File: src/rtl/sid_filter_ctrl.sv
// SID filter sequencer: divides the tick stream into sample requests, snapshots voices and
// filter config, pulses the filter start and captures its result. SID_FILT_READBACK_EN adds shadow readback on dout.
module sid_filter_ctrl #(
    parameter int SAMPLE_DIV = 1,
    parameter int FILT_LAT   = 12
) (
    input  logic        clk,
    input  logic        rst,
    input  logic        tick,
    input  logic        we,
    input  logic [4:0]  addr,
    input  logic [7:0]  data_in,
    input  logic [11:0] voice1_in,
    input  logic [11:0] voice2_in,
    input  logic [11:0] voice3_in,
    input  logic [11:0] ext_in_in,
    input  logic [15:0] sound_in,
    output logic [7:0]  Fc_lo,
    output logic [7:0]  Fc_hi,
    output logic [7:0]  Res_Filt,
    output logic [7:0]  Mode_Vol,
    output logic [11:0] voice1,
    output logic [11:0] voice2,
    output logic [11:0] voice3,
    output logic [11:0] ext_in,
    output logic        input_valid,
    output logic [15:0] sound_out,
    output logic        sample_valid,
    output logic        overrun,
    output logic [7:0]  dout
);

    typedef enum logic [1:0] {
        ST_IDLE    = 2'd0,
        ST_ISSUE   = 2'd1,
        ST_WAIT    = 2'd2,
        ST_CAPTURE = 2'd3
    } state_t;

    localparam logic [4:0] ADDR_FC_LO    = 5'h15;
    localparam logic [4:0] ADDR_FC_HI    = 5'h16;
    localparam logic [4:0] ADDR_RES_FILT = 5'h17;
    localparam logic [4:0] ADDR_MODE_VOL = 5'h18;
    localparam logic [7:0] DIV_LAST      = 8'(SAMPLE_DIV - 1);
    localparam logic [5:0] LAT_LAST      = 6'(FILT_LAT - 1);

    state_t      state_r;
    logic [7:0]  div_r;
    logic [5:0]  wait_cnt_r;
    logic        pending_r;
    logic        overrun_r;
    logic        input_valid_r;
    logic        sample_valid_r;
    logic [15:0] sound_out_r;
    logic        req_s;
    logic        issue_s;

    logic [7:0]  sh_fc_lo_r;
    logic [7:0]  sh_fc_hi_r;
    logic [7:0]  sh_res_filt_r;
    logic [7:0]  sh_mode_vol_r;
    logic [7:0]  fc_lo_r;
    logic [7:0]  fc_hi_r;
    logic [7:0]  res_filt_r;
    logic [7:0]  mode_vol_r;
    logic [11:0] voice1_r;
    logic [11:0] voice2_r;
    logic [11:0] voice3_r;
    logic [11:0] ext_in_r;

    // Sample request and ISSUE-entry decode
    always_comb begin
        req_s   = 1'b0;
        issue_s = 1'b0;
        if (tick && (div_r == DIV_LAST)) begin
            req_s = 1'b1;
        end else begin
            req_s = 1'b0;
        end
        if ((state_r == ST_IDLE) && (req_s || pending_r)) begin
            issue_s = 1'b1;
        end else begin
            issue_s = 1'b0;
        end
    end

    // Tick divider, free-running regardless of sequencer state
    always_ff @(posedge clk) begin
        if (rst) begin
            div_r <= 8'd0;
        end else if (tick) begin
            if (div_r == DIV_LAST) begin
                div_r <= 8'd0;
            end else begin
                div_r <= div_r + 8'd1;
            end
        end else begin
            div_r <= div_r;
        end
    end

    // Sample sequencer with registered strobes and captured result
    always_ff @(posedge clk) begin
        if (rst) begin
            state_r        <= ST_IDLE;
            wait_cnt_r     <= 6'd0;
            pending_r      <= 1'b0;
            overrun_r      <= 1'b0;
            input_valid_r  <= 1'b0;
            sample_valid_r <= 1'b0;
            sound_out_r    <= 16'd0;
        end else begin
            input_valid_r  <= issue_s;
            sample_valid_r <= (state_r == ST_CAPTURE);

            // A request that finds a sample already queued is lost for good
            if (req_s && pending_r) begin
                overrun_r <= 1'b1;
            end
            if (issue_s) begin
                pending_r <= 1'b0;
            end else if (req_s && (state_r != ST_IDLE)) begin
                pending_r <= 1'b1;
            end else begin
                pending_r <= pending_r;
            end

            case (state_r)
                ST_IDLE: begin
                    if (issue_s) begin
                        state_r <= ST_ISSUE;
                    end
                end
                ST_ISSUE: begin
                    state_r    <= ST_WAIT;
                    wait_cnt_r <= 6'd0;
                end
                ST_WAIT: begin
                    if (wait_cnt_r == LAT_LAST) begin
                        state_r <= ST_CAPTURE;
                    end else begin
                        wait_cnt_r <= wait_cnt_r + 6'd1;
                    end
                end
                ST_CAPTURE: begin
                    state_r     <= ST_IDLE;
                    sound_out_r <= sound_in;
                end
                default: begin
                    state_r <= ST_IDLE;
                end
            endcase
        end
    end

    // Shadow register writes and per-sample commit to the live config
    always_ff @(posedge clk) begin
        if (rst) begin
            sh_fc_lo_r    <= 8'd0;
            sh_fc_hi_r    <= 8'd0;
            sh_res_filt_r <= 8'd0;
            sh_mode_vol_r <= 8'd0;
            fc_lo_r       <= 8'd0;
            fc_hi_r       <= 8'd0;
            res_filt_r    <= 8'd0;
            mode_vol_r    <= 8'd0;
        end else begin
            if (we) begin
                case (addr)
                    ADDR_FC_LO:    sh_fc_lo_r    <= data_in;
                    ADDR_FC_HI:    sh_fc_hi_r    <= data_in;
                    ADDR_RES_FILT: sh_res_filt_r <= data_in;
                    ADDR_MODE_VOL: sh_mode_vol_r <= data_in;
                    default: begin
                    end
                endcase
            end
            // Live copy reads the pre-edge shadow, so a same-edge write waits a sample
            if (issue_s) begin
                fc_lo_r    <= sh_fc_lo_r;
                fc_hi_r    <= sh_fc_hi_r;
                res_filt_r <= sh_res_filt_r;
                mode_vol_r <= sh_mode_vol_r;
            end
        end
    end

    // Voice snapshots held from one ISSUE to the next
    always_ff @(posedge clk) begin
        if (rst) begin
            voice1_r <= 12'd0;
            voice2_r <= 12'd0;
            voice3_r <= 12'd0;
            ext_in_r <= 12'd0;
        end else if (issue_s) begin
            voice1_r <= voice1_in;
            voice2_r <= voice2_in;
            voice3_r <= voice3_in;
            ext_in_r <= ext_in_in;
        end else begin
            voice1_r <= voice1_r;
            voice2_r <= voice2_r;
            voice3_r <= voice3_r;
            ext_in_r <= ext_in_r;
        end
    end

`ifdef SID_FILT_READBACK_EN
    logic [7:0] dout_r;

    // Registered shadow readback
    always_ff @(posedge clk) begin
        if (rst) begin
            dout_r <= 8'd0;
        end else begin
            case (addr)
                ADDR_FC_LO:    dout_r <= sh_fc_lo_r;
                ADDR_FC_HI:    dout_r <= sh_fc_hi_r;
                ADDR_RES_FILT: dout_r <= sh_res_filt_r;
                ADDR_MODE_VOL: dout_r <= sh_mode_vol_r;
                default:       dout_r <= 8'd0;
            endcase
        end
    end

    assign dout = dout_r;
`else
    assign dout = 8'd0;
`endif

    assign Fc_lo        = fc_lo_r;
    assign Fc_hi        = fc_hi_r;
    assign Res_Filt     = res_filt_r;
    assign Mode_Vol     = mode_vol_r;
    assign voice1       = voice1_r;
    assign voice2       = voice2_r;
    assign voice3       = voice3_r;
    assign ext_in       = ext_in_r;
    assign input_valid  = input_valid_r;
    assign sample_valid = sample_valid_r;
    assign sound_out    = sound_out_r;
    assign overrun      = overrun_r;

endmodule

File: config.mk
export PLATFORM = sky130hd
export DESIGN_NAME = sid_filter_ctrl
export DESIGN_NICKNAME = d
export VERILOG_FILES = /design/src/rtl/sid_filter_ctrl.sv
export SDC_FILE = /design/constraint.sdc
export NUM_CORES = 1
export LEC_CHECK = 0
export CAP_MARGIN = 10
export CELL_PAD_IN_SITES_DETAIL_PLACEMENT = 0
export CELL_PAD_IN_SITES_GLOBAL_PLACEMENT = 1
export CORE_MARGIN = 2
export CORE_UTILIZATION = 37
export CTS_CLUSTER_DIAMETER = 30
export DETAILED_ROUTE_END_ITERATION = 6
export GPL_ROUTABILITY_DRIVEN = 0
export PLACE_DENSITY_LB_ADDON = 0.1
export RECOVER_POWER = 50
export SYNTH_ARGS = -nofsm -noshare
export SYNTH_HDL_FRONTEND = slang
export SYNTH_SLANG_ARGS = --single-unit
File: constraint.sdc
create_clock -name clk -period 3.7 [get_ports clk]
set_input_delay 1.11 -clock clk [delete_from_list [all_inputs] [get_ports clk]]
set_output_delay 1.11 -clock clk [all_outputs]
set_load 0.005 [all_outputs]
==> run summary <==
SYNTH
--------------------------------------------------------------------------------
Simple-gate portion of the synthesized area                                8.90%
Adder-Cell Fraction of Synth Area                                          1.89%
Fraction of the mapped netlist area in compound gates                      16.2%
Top area cells in the synthesized netlist                           dfxtp_1 56%, a22o_1 13%, mux2i_1 9.6%, nor2_1 4.3%, buf_12 3.0%
Post-Synthesis Cells                                                         452
Synth Area in XOR/XNOR                                                    0.827%
Largest family of logic cells by synthesized area                   compound AO/OA/AOI/OAI gates
Post-synthesis mux area share                                              9.64%
Synthesis-stage register bit count                                           148
Synth Warn #                                                                   0
Unique masters post-synth                                                     41
Biggest area consumer among synthesized cells                            dfxtp_1
Synthesized area per cell                                             11.7 sq um
Share of the synthesized area in the top cell type                         55.9%
Proportion of synthesized chip area in sequential cells                    55.9%
Post-synthesis instance area                                        0.00530 sq mm

DIE
--------------------------------------------------------------------------------
Row Count                                                                     43
Core box area                                                       0.0139 sq mm
Width of the die                                                     124 microns
Die area                                                            0.0153 sq mm
Chip height                                                          124 microns
Top-level I/O count                                                          188
Initial core utilization                                                   38.0%

CLOCK TREE
--------------------------------------------------------------------------------
CTS tree                                                                   built
Post-cts hold buffer count                                                     0
Clock-pin slew on the worst setup and hold paths                         0.06 ns
Number of buffers inserted during clock tree synthesis                        17
Number of setup buffers added after CTS                                        0
Resize count post-CTS                                                          0
Maximum count of clock buffers along a single path                             2
TritonCTS Sinks                                                              148
Clock latency on the worst-skew pair                                     0.41 ns
CTS root buf                                                           clkbuf_16
Number of levels the H-tree was split into                                     4

OUTCOME
--------------------------------------------------------------------------------
Result of the run                                                   finished clean

CRITICAL PATH
--------------------------------------------------------------------------------
Critical path cell sequence                                         clkdlybuf4s50_1, nor4b_4, a21oi_2, nor3b_4, buf_12, a22o_1
Worst r2r src                                                           div_r[0]
Worst setup SP type                                                 primary input
Worst-case reg-to-reg path depth                                               7
Top delay family on crit path                                       buffers and inverters
Critical Path Sink Type                                                 register
Crit path DAT                                                            3.06 ns
Capturing point of the worst reg2reg path                              voice3[4]
Register-to-register path setup slack                                    1.80 ns
Required time of the worst setup path                                    4.05 ns
Crit Path Category                                                     in -> reg
Crit-path max cell delay                                                 0.62 ns
Crit-path slowest cell                                              clkdlybuf4s50_1
Critical path peak fanout                                                     81
Number of buffers and inverters on the critical path                           2

STA
--------------------------------------------------------------------------------
Post-route clock skew                                                 0.00411 ns
Worst Setup Slack, final                                                0.995 ns
Max Transition Viols Final                                                     0
Transition time at the pin with the least slew margin                    1.31 ns
Total negative slack for setup checks                                       0 ns
Unrepaired setup endpoints after global routing                               no
Highest attainable clock frequency                                     0.370 GHz
Share of the cycle needed by the critical path after routing               73.1%
Final hold violation count                                                     0
Tightest hold margin                                                    0.467 ns
Count of final setup violators                                                 0
Worst slew slack as a fraction of its limit                                12.4%
Min Clock Period, post-route                                             2.70 ns

GRT
--------------------------------------------------------------------------------
Vias in the first global route                                             3,797
GR Overflow Total                                                              0
Busiest layer in global routing                                             met2
Global-route wire length before repair                                   19.4 mm
Number of antenna violations at the first check in global routing              0
GRT met2 Usage                                                             25.2%
Met3 routing resource usage after global routing                           8.15%
Largest net degree at the start of global routing                             82
Fraction of met1 tracks used by global routing                             20.5%
Total Routing Usage GR                                                     16.5%

HOLD PATH
--------------------------------------------------------------------------------
Depth of the worst hold-timing path                                            1
Hold Crit Start                                                     sh_fc_lo_r[4]
Class of the tightest hold or removal check                           reg -> reg
Destination of the worst hold path                                      Fc_lo[4]

DETAILED ROUTING
--------------------------------------------------------------------------------
Detailed-route via count                                                   3,941
Number of iterations in the first detailed-routing pass                        4
DRT Wirelength                                                           12.6 mm
Iteration-0 DRC count of the detailed router                                 160
DRC viols                                                                      0
Detailed-route wire length per cell                                 15.4 microns
Antenna-violating nets left                                                    0
Mean number of vias per cell                                                4.82

RUN
--------------------------------------------------------------------------------
Max-cap violation count                                                        0

LAYOUT
--------------------------------------------------------------------------------
Final antenna diode count                                                      0
Nets                                                                         713
Finished Layout Cells                                                        817
Design Area, Final                                                  0.00771 sq mm
Final cell utilization of the core                                         55.3%
Area added between synthesis and finish                                    45.6%
Share of cells above drive strength 1                                      6.44%

PLACED DESIGN
--------------------------------------------------------------------------------
Setup slack at placement                                                0.590 ns
Post-DP HPWL                                                             8.36 mm
Port Buffers                                                                 179
Area of placed instances                                            0.00708 sq mm
Placed Cells                                                                 785

POWER
--------------------------------------------------------------------------------
Reported leakage power                                                   3.26 nW
Total design power                                                       4.45 mW
Max IR drop VDD                                                       0.000317 V
Power density over cell area                                         578 mW/mm^2

-- final cells by class --
type | instances | area (sq um)
Tap cell | 180 | 225
Clock buffer | 21 | 460
Clock inverter | 11 | 180
Sequential cell | 148 | 2960
Multi-Input combinational cell | 269 | 2030
Timing Repair Buffer | 183 | 1840
Fill cell | 1202 | 6220
Inverter | 5 | 18.8
-- flip-flops by register name, indices dropped and copies added (netlist names), 8 cells and up --
signal	cells
sh_mode_vol_r	8
Fc_lo	8
Mode_Vol	8
sound_out	16
sh_res_filt_r	8
Res_Filt	8
div_r	8
voice2	12
voice3	12
Fc_hi	8
voice1	12
sh_fc_hi_r	8
sh_fc_lo_r	8
ext_in	12
-- power breakdown --
| part | internal [mW] | leakage (nW) | switching, mW |
|---|---|---|---|
| Combinational | 0.426 | 1.74 | 0.339 |
| Sequential | 1.75 | 1.20 | 0.0794 |
| Clock | 1.23 | 0.320 | 0.632 |
-- layout by cell type (no fill, tap or decap), types with 3 or more instances in the layout --
cell,count
dfxtp_1,148
clkdlybuf4s50_1,102
a22o_1,80
dlygate4sd3_1,76
nor2_1,61
mux2i_1,51
clkbuf_16,17
ha_1,8
conb_1,8
nand2_1,6
clkinv_2,6
inv_1,5
bufinv_16,5
a31oi_1,4
o21ai_0,4
a21oi_1,4
nor3_1,4
nand2b_1,3
nand4_1,3
xor2_1,3
clkbuf_1,3
-- cells by family after synthesis --
group                      Yosys count
buffers and inverters               42
xor gates and xnor gates             5
DFF                                148
other                                1
and+or+nand+nor                     94
adders and majority gates            8
AOI/OAI and AO/OA                  103
muxes                               51
-- how the worst max path moves through the flow --
stage,endpoint,cells after the start,startpoint
global route,voice3[3],6,tick
detailed placement,Res_Filt[3],6,tick
global placement,Fc_lo[6],6,tick
floorplan,Fc_hi[0],6,tick
CTS,voice1[0],6,tick
finish,voice3[4],6,tick
-- synth_stat cells, drive strengths merged --
master,number
nor3,5
nand4,3
a22oi,1
a211oi,2
xnor2,2
a22o,80
mux2i,51
a21o,3
and4b,1
or4,1
dfxtp,148
inv,5
conb,1
nand3,1
xor2,3
nor2,61
a41o,1
a21oi,6
a31oi,4
and3b,1
o21ai,4
and3,1
or3,2
nor3b,3
nand2,6
clkbuf,16
nand3b,2
nor2b,2
ha,8
nor4b,2
a41oi,2
nand2b,3
buf,21
-- routing by layer --
layer | share of wire, % | vias to the layer above
met2 | 42 | 145
met4 | 0.82 | 0
met1 | 46 | 1830
li1 | - | 1959
met5 | 0 | -
met3 | 11 | 7
Note: power is estimated with default switching activity, not from simulation.
